### src/rtl/pipe_pkg.sv
// Shared widths, command codes, FSM states and the saturation helper for pipe_mac.
package pipe_pkg;

    localparam int unsigned W    = 16;
    localparam int unsigned FRAC = 8;

    localparam logic [3:0] CMD_NOP = 4'd0;
    localparam logic [3:0] CMD_MAC = 4'd1;
    localparam logic [3:0] CMD_CLR = 4'd2;

    typedef enum logic [1:0] {
        IDLE,
        MUL,
        ACC
    } state_t;

    // Clamp a wide signed sum into the signed W-bit range.
    function automatic logic [W-1:0] sat16(input logic signed [2*W-1:0] x);
        logic signed [2*W-1:0] max_v;
        logic signed [2*W-1:0] min_v;
        max_v = (2*W)'(32767);
        min_v = -(2*W)'(32768);
        if (x > max_v) begin
            return {1'b0, {(W-1){1'b1}}};
        end else if (x < min_v) begin
            return {1'b1, {(W-1){1'b0}}};
        end else begin
            return x[W-1:0];
        end
    endfunction

endpackage

### src/rtl/seq_mult16.sv
// 16-cycle signed shift-add multiplier: magnitude multiply, sign applied on the output.
module seq_mult16
    import pipe_pkg::*;
(
    input  logic           clk,
    input  logic           rst_n,
    input  logic           start,
    input  logic           abort,
    input  logic [W-1:0]   a,
    input  logic [W-1:0]   b,
    output logic           busy,
    output logic           done,
    output logic [2*W-1:0] p
);

    logic           busy_q, busy_d;
    logic [3:0]     cnt_q, cnt_d;
    logic           neg_q, neg_d;
    logic [W-1:0]   mag_a_q, mag_a_d;
    logic [W-1:0]   mag_b_q, mag_b_d;
    logic [2*W-1:0] prod_q, prod_d;

    always_comb begin
        busy_d  = busy_q;
        cnt_d   = cnt_q;
        neg_d   = neg_q;
        mag_a_d = mag_a_q;
        mag_b_d = mag_b_q;
        prod_d  = prod_q;
        if (abort) begin
            busy_d = 1'b0;
        end else if (start) begin
            busy_d  = 1'b1;
            cnt_d   = '0;
            neg_d   = a[W-1] ^ b[W-1];
            // 0x8000 negates to itself, which is the correct unsigned magnitude.
            mag_a_d = a[W-1] ? -a : a;
            mag_b_d = b[W-1] ? -b : b;
            prod_d  = '0;
        end else if (busy_q) begin
            if (mag_b_q[cnt_q]) begin
                prod_d = prod_q + ({{W{1'b0}}, mag_a_q} << cnt_q);
            end
            cnt_d = cnt_q + 4'd1;
            if (cnt_q == 4'(W-1)) begin
                busy_d = 1'b0;
            end
        end
    end

    always_ff @(posedge clk) begin
        if (!rst_n) begin
            busy_q  <= 1'b0;
            cnt_q   <= '0;
            neg_q   <= 1'b0;
            mag_a_q <= '0;
            mag_b_q <= '0;
            prod_q  <= '0;
        end else begin
            busy_q  <= busy_d;
            cnt_q   <= cnt_d;
            neg_q   <= neg_d;
            mag_a_q <= mag_a_d;
            mag_b_q <= mag_b_d;
            prod_q  <= prod_d;
        end
    end

    assign busy = busy_q;
    assign done = busy_q && (cnt_q == 4'(W-1));
    assign p    = neg_q ? -prod_q : prod_q;

endmodule

### src/rtl/pipe_mac.sv
// Signed Q8.8 multiply-accumulate: command decode, control FSM and saturating accumulator.
module pipe_mac
    import pipe_pkg::*;
(
    input  logic         clk,
    input  logic         reset,
    input  logic [W-1:0] A,
    input  logic [W-1:0] B,
    input  logic [3:0]   wrAddr,
    output logic [W-1:0] result
);

    state_t         state_q, state_d;
    logic [W-1:0]   acc_q, acc_d;
    logic           mul_start;
    logic           mul_busy;
    logic           mul_done;
    logic [2*W-1:0] mul_p;
    logic           clr;
    logic signed [2*W-1:0] acc_ext;
    logic signed [2*W-1:0] prod_sh;
    logic signed [2*W-1:0] sum;

    assign clr = (wrAddr == CMD_CLR);

    seq_mult16 u_mult (
        .clk   (clk),
        .rst_n (reset),
        .start (mul_start),
        .abort (clr),
        .a     (A),
        .b     (B),
        .busy  (mul_busy),
        .done  (mul_done),
        .p     (mul_p)
    );

    // Arithmetic shift drops the fraction toward -inf; high product bits stay for saturation.
    assign acc_ext = {{W{acc_q[W-1]}}, acc_q};
    assign prod_sh = $signed(mul_p) >>> FRAC;
    assign sum     = acc_ext + prod_sh;

    always_comb begin
        state_d   = state_q;
        acc_d     = acc_q;
        mul_start = 1'b0;
        if (clr) begin
            state_d = IDLE;
            acc_d   = '0;
        end else begin
            case (state_q)
                IDLE: begin
                    if (wrAddr == CMD_MAC) begin
                        mul_start = 1'b1;
                        state_d   = MUL;
                    end
                end
                MUL: begin
                    if (mul_done) begin
                        state_d = ACC;
                    end else if (!mul_busy) begin
                        state_d = IDLE;
                    end
                end
                ACC: begin
                    acc_d   = sat16(sum);
                    state_d = IDLE;
                end
                default: state_d = IDLE;
            endcase
        end
    end

    always_ff @(posedge clk) begin
        if (!reset) begin
            state_q <= IDLE;
            acc_q   <= '0;
        end else begin
            state_q <= state_d;
            acc_q   <= acc_d;
        end
    end

    assign result = acc_q;

endmodule

### config.mk
export PLATFORM = sky130hd
export DESIGN_NAME = pipe_mac
export DESIGN_NICKNAME = d
export VERILOG_FILES = /design/src/rtl/pipe_pkg.sv /design/src/rtl/seq_mult16.sv /design/src/rtl/pipe_mac.sv
export SDC_FILE = /design/constraint.sdc
export NUM_CORES = 1
export LEC_CHECK = 0
export ABC_AREA = 1
export BUFFER_PORTS_ARGS = -buffer_cell sky130_fd_sc_hd__buf_2
export CORE_AREA = 2 2 144 146
export DETAILED_ROUTE_END_ITERATION = 8
export DIE_AREA = 0 0 146 148
export PLACE_DENSITY_LB_ADDON = 0.12
export SYNTH_ARGS = -nofsm -noshare
export SYNTH_HDL_FRONTEND = slang
export SYNTH_SLANG_ARGS = --single-unit
### constraint.sdc
create_clock -name clk -period 4.5 [get_ports clk]
set_input_delay 0 -clock clk [delete_from_list [all_inputs] [get_ports clk]]
set_output_delay 0 -clock clk [all_outputs]
set_load 0.01 [all_outputs]
==> flow_metrics.env <==
export IMPL_status="finished clean"
export IMPL_async_flop_share_pct=0
export IMPL_io_buffers=53
export IMPL_critPathKind="flip-flop to flip-flop"
export IMPL_initial_core_util_pct=44.0
export IMPL_grt_pass1_wl_um=41800
export IMPL_internal_power_uw=1380
export IMPL_slowest_delay_ps=360
export IMPL_finalCriticalPeriod_ps=4150
export IMPL_ctsRootBufferMaster="clkbuf_16"
export IMPL_relSlewSlack_pct=36.3
export IMPL_die_area_um2=21600
export IMPL_insertedDiodeCount=0
export IMPL_io_pins=54
export IMPL_critical_path_slowest_cell="dfxtp_1"
export IMPL_area_growth_pct=11.6
export IMPL_n_fill_cell=2169
export IMPL_p_per_area_nw_per_um2=193
export IMPL_cts_tree="built"
export IMPL_std_cell_rows=52
export IMPL_synthCells=1503
export IMPL_pwr_share_seq_pct=41.8
export IMPL_grt_antenna_before_repair=0
export IMPL_cap_viol_max_count=0
export IMPL_place_ws_ps=199
export IMPL_synth_seq_cells=88
export IMPL_viasPerCell=5.14
export IMPL_syn_nets=1602
export IMPL_yosysMostFrequentCell="nand2_1"
export IMPL_drc=0
export IMPL_synth_area_um2=8820
export IMPL_fin_crit_sh_pct=92.2
export IMPL_drive_gt1_share_pct=7.33
export IMPL_grt_pass1_vias=8596
export IMPL_synth_largest_area_cell="dfxtp_1"
export IMPL_hpwl_um=20800
export IMPL_synth_area_top_cells="dfxtp_1 20%, nand2_1 19%, ha_1 8.4%, inv_1 8.0%, nor2_1 7.3%"
export IMPL_track_usage_pct=23.7
export IMPL_synth_area_per_cell_um2=5.87
export IMPL_cts_max_level=3
export IMPL_cts_clk_slew_worst_paths_ps=80
export IMPL_p_switching_uw=523
export IMPL_ys_warn_count=0
export IMPL_synth_distinct_cells=52
export IMPL_synth_enable_flop_cells=0
export IMPL_max_slew_worst_pin_slew_ps=949
export IMPL_core_um2=20000
export IMPL_cts_sinks=88
export IMPL_place_congestion=0.989
export IMPL_worstSetupStartpointType="flip-flop"
export IMPL_clockBufferDepth=2
export IMPL_final_max_slew_viol_count=0
export IMPL_synth_seq_area_share_pct=20.0
export IMPL_pwr_share_comb_pct=12.8
export IMPL_fin_ws_ps=349
export IMPL_grt_overflow=0
export IMPL_initialDrtViolationCount=543
export IMPL_final_antenna_net_count=0
export IMPL_first_pass_iters=5
export IMPL_worstHoldPathType="input pin to flip-flop"
export IMPL_synth_commonest_cells="441 x nand2_1, 188 x inv_1, 171 x nor2_1, 116 x a21oi_1, 96 x o21ai_0"
export IMPL_num_vias=9390
export IMPL_ys_flop_type="dfxtp_1"
export IMPL_setup_tns_ps=0
export IMPL_critPathCaptureType="flip-flop"
export IMPL_clock_fmax_mhz=241
export IMPL_wire_per_inst_um=14.1
export IMPL_crit_required_ps=4760
export IMPL_crit_path_max_fanout=15
export IMPL_vdd_ir_drop_max_mv=0.167
export IMPL_pwr_share_clk_pct=45.4
export IMPL_die_w_um=146
export IMPL_clock_latency_ps=360
export IMPL_fin_worst_skew_ps=13.4
export IMPL_wl_um=25700
export IMPL_swShare_pct=27.5
export IMPL_die_h_um=148
export IMPL_cts_buffers=9
export IMPL_leakage_uw=0.00485
export IMPL_fin_nets=1650
export IMPL_fin_area_um2=9840
export IMPL_seqCellArea_um2=1760
export IMPL_multi_input_area_um2=6180
export IMPL_hold_viol_final=0
export IMPL_synth_top_area_share_pct=20.0
export IMPL_path_common_cell="nand2_1"
export IMPL_placedInstanceArea_um2=9290
export IMPL_fin_util_pct=49.1
export IMPL_worstPathArrival_ps=4410
export IMPL_grt_max_degree=38
export IMPL_finalSetupViolations=0
## flip-flops by register name, indices dropped and copies added, names as in the netlist
register and count:
u_mult.prod_q 32, u_mult.busy 1, u_mult.cnt_q 4, u_mult.neg_q 1, result 16, u_mult.mag_b_q 16, u_mult.mag_a_q 16, state_q 2
## cells in the final DEF (no fill, tap or decap), types with 21 or more instances in the layout
cell type  netlist  routed
xor2_1          40      40
dfxtp_1         88      88
nand4_1         21      21
nand3_1         79      78
inv_1          188     188
o21ai_0         96      95
nand2_1        441     441
nor2_1         171     168
ha_1            59      58
xnor2_1         22      22
buf_2            8      53
a21oi_1        116     116
## critical path, delay by kind of cell, from the launching register on
family          cells  cell delay [ps]
simple gates       24             2860
fa+ha+maj           1              310
compound gates      1              160
buf+inv             4              310
flops               1              360
## timing repair
item,in CTS,in global routing
hold endpoints to repair,14,0
setup buffers,0,4
setup endpoints to repair,0,15
gates resized for setup,0,9
hold buffers,15,0
## metal layers
| layer | up-vias | track usage (%) | part of all wire (%) |
|---|---|---|---|
| met4 | 0 | 8.74 | 3.3 |
| met3 | 52 | 2.41 | 3.1 |
| li1 | 4995 | - | - |
| met5 | - | 0 | 0 |
| met1 | 4171 | 30.0 | 46 |
| met2 | 172 | 41.9 | 48 |
## stage by stage
step | instances | hold slack (ps) | power, µW
final | 1826 | 5.39 | 1900
after floorplan | 1503 | 143 | 974
after global placement | 1791 | 301 | 1050
after global routing | 1826 | 46.1 | 1980
after CTS | 1822 | 3.23 | 1910
after detailed placement | 1791 | 303 | 1050
## cell type report
cell class / count / area share [%]
Clock buffer: 10 / 2.43
Clock inverter: 6 / 0.915
Inverter: 194 / 7.40
Multi-Input combinational cell: 1178 / 62.8
Sequential cell: 88 / 17.9
Tap cell: 270 / 3.43
Timing Repair Buffer: 80 / 5.14
## final timing paths
| check | to | startpoint | depth (start not counted) | slack, ps |
|---|---|---|---|---|
| max | result[13] | u_mult.prod_q[1] | 30 | 350 |
| max reg2reg | result[13] | u_mult.prod_q[1] | 30 | 350 |
| min | u_mult.mag_a_q[12] | A[12] | 5 | 5 |
| min reg2reg | state_q[1] | u_mult.busy | 2 | 470 |
## power groups by stage
stage	Clock, µW	Sequential [µW]	Combinational [µW]
2_1_floorplan	0	812	163
3_3_place_gp	0	814	232
3_5_place_dp	0	814	232
4_1_cts	876	796	243
5_1_grt	909	797	274
6_report	865	796	243
## logic make-up (layout without fill, tap and decap cells)
kind of cell | after synthesis | in the layout | share of synthesized area (%)
adders and majority gates | 61 | 61 | 8.82
xor gates and xnor gates | 63 | 63 | 6.34
muxes | 6 | 6 | 0.681
buffers and inverters | 237 | 290 | 10.4
DFF | 88 | 88 | 20.0
AOI/OAI and AO/OA | 279 | 279 | 17.6
and+or+nand+nor | 769 | 769 | 36.1
Note: power is estimated with default switching activity, not from simulation.
